--- config.mk ---
export PLATFORM = sky130hd
export DESIGN_NAME = sm_datapath
export DESIGN_NICKNAME = d
export VERILOG_FILES = /design/src/rtl/sm_datapath.sv
export SDC_FILE = /design/constraint.sdc
export NUM_CORES = 1
export LEC_CHECK = 0
export ABC_AREA = 1
export CAP_MARGIN = 15
export CORE_MARGIN = 1
export CORE_UTILIZATION = 52
export CTS_BUF_LIST = sky130_fd_sc_hd__clkbuf_4
export DETAILED_ROUTE_END_ITERATION = 12
export PLACE_DENSITY = 0.91
export SYNTH_ARGS = -nofsm -noshare
export SYNTH_HDL_FRONTEND = slang
export SYNTH_SLANG_ARGS = --single-unit
--- constraint.sdc ---
create_clock -name clk -period 2.7 [get_ports clk]
set_clock_uncertainty 0.15 [all_clocks]
set_input_delay 0.54 -clock clk [delete_from_list [all_inputs] [get_ports clk]]
set_output_delay 0.54 -clock clk [all_outputs]
set_load 0.1 [all_outputs]
--- src/rtl/sm_datapath.sv ---
// ============================================================================
//  Module   : sm_datapath
//  Purpose  : Shift-add multiplier datapath (md/mr/rs registers) with a
//             valid/ready product output register. Optional strobe checker
//             enabled by defining SM_DP_CTRLCHK_EN.
//  Revision : 1.0  initial release
// ============================================================================
`default_nettype none

module sm_datapath #(
    parameter int W = 4
) (
    input  logic             clk,
    input  logic             rst,
    input  logic [W-1:0]     a_in,
    input  logic [W-1:0]     b_in,
    input  logic             mdld,
    input  logic             mrld,
    input  logic             rsclear,
    input  logic             rsload,
    input  logic             rsshr,
    input  logic             done,
    output logic [W-1:0]     mr,
    output logic [2*W-1:0]   prod,
    output logic             prod_valid,
    input  logic             prod_ready,
    output logic             prod_drop,
    output logic             ctrl_err
);

    localparam int c_PW = 2 * W;

    logic [W-1:0]    r_md;
    logic [W-1:0]    r_mr;
    logic [c_PW-1:0] r_rs;
    logic            r_carry;
    logic [c_PW-1:0] r_prod;
    logic            r_prod_valid;
    logic            r_prod_drop;
    logic [W:0]      w_sum;

    // W+1-bit sum so the add into the upper half never loses its carry
    assign w_sum = {1'b0, r_rs[c_PW-1:W]} + {1'b0, r_md};

    always_ff @(posedge clk) begin
        if (rst) begin
            r_md <= '0;
            r_mr <= '0;
        end else begin
            if (mdld) r_md <= a_in;
            if (mrld) r_mr <= b_in;
        end
    end

    always_ff @(posedge clk) begin
        if (rst) begin
            r_rs    <= '0;
            r_carry <= 1'b0;
        end else if (rsclear) begin
            r_rs    <= '0;
            r_carry <= 1'b0;
        end else if (rsload) begin
            {r_carry, r_rs[c_PW-1:W]} <= w_sum;
        end else if (rsshr) begin
            r_rs    <= {r_carry, r_rs[c_PW-1:1]};
            r_carry <= 1'b0;
        end
    end

    // A new result always replaces prod; it is a drop only if the old one was
    // still pending and not being taken in the same cycle.
    always_ff @(posedge clk) begin
        if (rst) begin
            r_prod       <= '0;
            r_prod_valid <= 1'b0;
            r_prod_drop  <= 1'b0;
        end else begin
            r_prod_drop <= 1'b0;
            if (done) begin
                r_prod       <= r_rs;
                r_prod_valid <= 1'b1;
                r_prod_drop  <= r_prod_valid & ~prod_ready;
            end else if (r_prod_valid && prod_ready) begin
                r_prod_valid <= 1'b0;
            end
        end
    end

`ifdef SM_DP_CTRLCHK_EN
    logic r_ctrl_err;
    logic w_rs_multi;
    logic w_ld_conflict;

    assign w_rs_multi    = (rsclear & rsload) | (rsclear & rsshr) | (rsload & rsshr);
    assign w_ld_conflict = (rsload | rsshr) & (mdld | mrld);

    always_ff @(posedge clk) begin
        if (rst) begin
            r_ctrl_err <= 1'b0;
        end else if (w_rs_multi || w_ld_conflict) begin
            r_ctrl_err <= 1'b1;
        end
    end

    assign ctrl_err = r_ctrl_err;
`else
    assign ctrl_err = 1'b0;
`endif

    assign mr         = r_mr;
    assign prod       = r_prod;
    assign prod_valid = r_prod_valid;
    assign prod_drop  = r_prod_drop;

endmodule

`default_nettype wire

---- After elaboration in Yosys (flattened, before gate mapping) ----
Index checks and enable logic that the tools add are counted.
operators by class
  add/sub/neg operators ................... 1
  multiply operators ...................... 0
  divide/modulo/power cells ............... 0
  order comparisons ....................... 0
  equality and inequality tests ........... 0
  shift-type cells ........................ 0
  mux-type cells .......................... 6
  bitwise logic cells ..................... 4
  reductions and logical operators ........ 6
operator list
  operator                                count
  8-bit 2-to-1 mux                        1
  4-bit by 4-bit adder with 5-bit output  1
  1-bit 2-to-1 mux                        4
  4-bit 2-to-1 mux                        1
  2-bit nonzero test                      2
  2-bit OR reduction                      2
  1-bit inverter                          3
  2-bit AND reduction                     1
  1-bit bitwise AND                       1
  1-bit logical AND                       1
storage, ports and cells
  bits in registers ....................... 27
  latch bits .............................. 0
  bits in writable memories ............... 0
  ROM bits ................................ 0
  bits of input ports ..................... 17
  output and inout bits ................... 15
  word-level logic and storage cells ...... 25
  memories kept ........................... 0

---- Longest topological paths before layout ----
  word-level depth ........................ 3
  mapped depth ............................ 7
  mapped depth without buffers ............ 7

---- Least setup slack after synthesis ----
No wires, ideal clock.
  kind .................................... register to output
  start point ............................. reg r_prod_valid, in the netlist prod_valid
  end point ............................... out prod_valid
  arrival ................................. 0.924 ns
  data required time ...................... 2.010 ns
  slack ................................... 1.086 ns
  cell stages (with the launch flop) ...... 1
  path buffers ............................ 0
  cell sequence ........................... dfxtp_1
RTL lines
  item                      line  text
  start: declaration        38    logic r_prod_valid;
  start signal: assignment  75    r_prod_valid <= 1'b0;
  start signal: assignment  81    r_prod_valid <= 1'b1;
  start signal: assignment  84    r_prod_valid <= 1'b0;
  end: declaration          25    output logic prod_valid,
No word-level cell between the ends.

---- Final worst setup path ----
  start point ............................. reg r_rs[4]
  end point ............................... reg r_carry
on the way
  cells in the longest elaborated chain, start to end .. 2
ends and longest elaborated chain
  item                                    line  text
  start: declaration                      35    logic [c_PW-1:0] r_rs;
  start signal: indexed assignment        63    {r_carry, r_rs[c_PW-1:W]} <= w_sum;
  start signal: assignment                65    r_rs <= {r_carry, r_rs[c_PW-1:1]};
  4-bit by 4-bit adder with 5-bit output  43    assign w_sum = {1'b0, r_rs[c_PW-1:W]} + {1'b0, r_md};
  1-bit 2-to-1 mux                        62    end else if (rsload) begin
  end signal: assignment                  63
  end: declaration                        36    logic r_carry;
No other way between the ends.
A chain may end at the register's enable or synchronous reset.

==> run metrics <==
outcome finished, final reports clean; count leader, synth sky130_fd_sc_hd__nor2_1; number of pins exceeding their max-slew limit in the final report 0; gr ovfl total 0; Core Area 1980 um^2; final instance area about 1400 um^2; via count of the first global-routing pass between 900 and 1000; top cells by area, synth sky130_fd_sc_hd__dfxtp_1, sky130_fd_sc_hd__nor2_1, sky130_fd_sc_hd__o21ai_0; share of the clock period used by the worst path after layout roughly 63%; fraction of post-synthesis cell area in the top cell type by area 48.9%; Max Freq roughly 590 MHz; count of boundary I/O pins 32; root buffer cell sky130_fd_sc_hd__clkbuf_4; number of standard cells after synthesis 145; worst-skew pair later-pin latency 330 ps; number of resized instances in the post-cts repair step 0; clock-pin slew on the worst setup and hold paths 140 ps; number of diodes added for antenna fixing 0; fin crit period 1690 ps; full die area around 2300 um^2; Final setup violation count 0; via count 1054; maximum VDD drop 0.429 mV; vertical die dimension 48.1 um; weighted congestion at the end of routability-driven global placement 0.918; Setup Crit Path Kind flip-flop to flip-flop; Crit. End Element flip-flop; peak fanout along the critical path 4; number of flops mapped to enable cells by yosys 0; element type at the critical path start flip-flop; Power per Cell Area roughly 570 nW/um^2; CTS Buf Count 3; Synthesized Nets between 150 and 200; initial detailed-routing violation count 30; # hold bufs at CTS 0; sequential area share after synthesis 48.9%; Synth Area per Inst 7.63 um^2; Yosys warning count 0; register bit total from synthesis 27; setup TNS 0 ps; cell taking the most area after synthesis sky130_fd_sc_hd__dfxtp_1; number of H-tree levels 1; data arrival time of the critical path 1760 ps; fin nets 199; global-route usage over all layers around a quarter; fraction of final layout cells with drive strength greater than 1 13.6%; IO buf count 30; RSZ-0062 raised after global routing no; proportion of synthesized flip-flops having asynchronous set or reset 0%; synth unique cells 19; Min-Delay Path Class flip-flop to flip-flop; Leakage Power between 0.6 and 0.7 nW; TritonCTS Sinks 27; Final Hold Viols 0; total half-perimeter wirelength after legalization and detailed placement 1980 um; initial antenna violation count 0; required time at the endpoint of the critical path 2770 ps; area added between synthesis and finish 27.9%; post-synthesis instance area about 1100 um^2; wire length of the first global-routing pass 3960 um; dominant register cell in the synthesized netlist sky130_fd_sc_hd__dfxtp_1; buffers inserted during post-CTS setup optimization 0; buffer depth of the longest clock path 2; Detailed Routing Iterations Pass 1 4; total detailed-routing wirelength roughly 2500 um; largest net degree at the start of global routing 17; chip width 48.1 um; average wire per standard cell 12.5 um; via-per-instance ratio 5.19; list of most frequent post-synthesis cells sky130_fd_sc_hd__nor2_1, sky130_fd_sc_hd__dfxtp_1, sky130_fd_sc_hd__o21ai_0, sky130_fd_sc_hd__nand2_1, sky130_fd_sc_hd__inv_1; clock tree from TritonCTS built; post-route ant nets 0; initial core utilization 55.8%; Remaining DRCs 0; count of max-cap constraint violations 0; placement row count 16; area post-placement around 1400 um^2
## stage by stage
step | total power [mW] | utilization, % | hold WS, ps | cells | setup WS (ps)
after global routing | 0.830 | 71.4 | 363 | 203 | 862
after CTS | 0.796 | 71.4 | 330 | 203 | 1020
final | 0.801 | 71.4 | 326 | 203 | 1010
after global placement | 0.625 | 70.0 | 305 | 199 | 822
after detailed placement | 0.632 | 70.0 | 311 | 199 | 754
after floorplan | 0.573 | - | 294 | 145 | 1090
## routing by layer
metal / routed length, um / GRT usage, %
met2: 1310 / 41.4
met5: 0 / 0
met4: 12 / 7.78
met1: 1100 / 31.7
met3: 114 / 5.19
## layout by cell type (no fill, tap or decap)
master | netlist | routed
sky130_fd_sc_hd__inv_1 | 9 | 9
sky130_fd_sc_hd__a31oi_1 | 1 | 1
sky130_fd_sc_hd__fa_1 | 1 | 1
sky130_fd_sc_hd__conb_1 | 1 | 1
sky130_fd_sc_hd__ha_1 | 4 | 4
sky130_fd_sc_hd__clkbuf_4 | 0 | 3
sky130_fd_sc_hd__a21oi_2 | 1 | 1
sky130_fd_sc_hd__a22oi_1 | 2 | 2
sky130_fd_sc_hd__inv_2 | 3 | 3
sky130_fd_sc_hd__nand2_4 | 1 | 1
sky130_fd_sc_hd__nand2_1 | 17 | 17
sky130_fd_sc_hd__inv_4 | 1 | 1
sky130_fd_sc_hd__clkinv_2 | 0 | 1
sky130_fd_sc_hd__buf_4 | 1 | 14
sky130_fd_sc_hd__dfxtp_1 | 27 | 27
sky130_fd_sc_hd__nand3_1 | 4 | 4
sky130_fd_sc_hd__a21oi_1 | 5 | 5
sky130_fd_sc_hd__nor2_1 | 43 | 43
sky130_fd_sc_hd__nor4_1 | 1 | 1
sky130_fd_sc_hd__o21ai_0 | 21 | 21
sky130_fd_sc_hd__clkdlybuf4s50_1 | 0 | 16
## registers in the layout, indices dropped and copies added (netlist names)
signal      cells
mr              4
r_rs            8
prod_drop       1
r_md            4
r_carry         1
prod            8
prod_valid      1
## worst paths after layout
path	startpoint	to	slack [ps]	cells after the start
worst max-delay path	r_rs[4]	r_carry	1010	6
worst min-delay path	prod_valid	prod_drop	330	2
worst max register to register	r_rs[4]	r_carry	1010	6
worst min register to register	prod_valid	prod_drop	330	2
## layout make-up
cell class	count	area (um^2)
multi-input combinational	102	497
clock buffer	3	22.5
clock inverter	1	5.00
sequential	27	541
timing repair buffer	30	265
inverter	13	51.3
fill	152	567
tap	27	33.8
## logic make-up (layout without fill, tap and decap cells)
family,after synthesis,after routing,share of synthesized area [%]
compound gates,30,30,14.5
fa+ha+maj,5,5,6.34
buf+inv,16,47,6.22
flops,27,27,48.9
other cells,1,1,0.339
simple gates,66,66,23.8
## power breakdown
group / total [mW] / switching [mW] / internal, mW / leakage, nW
registers: 0.430 / 0.0121 / 0.417 / 0.222
clock network: 0.178 / 0.122 / 0.0556 / 0.0177
logic: 0.194 / 0.140 / 0.0544 / 0.415
total: 0.801 / 0.274 / 0.527 / 0.655
## worst max-delay path, stage by stage, from the launching register on
cell and delay, ps:
sky130_fd_sc_hd__dfxtp_1 370, sky130_fd_sc_hd__ha_1 230, sky130_fd_sc_hd__fa_1 430, sky130_fd_sc_hd__nand2_1 100
sky130_fd_sc_hd__a21oi_1 60, sky130_fd_sc_hd__o21ai_0 180, sky130_fd_sc_hd__a21oi_1 80
No activity file was read; power rests on OpenSTA's default activity.
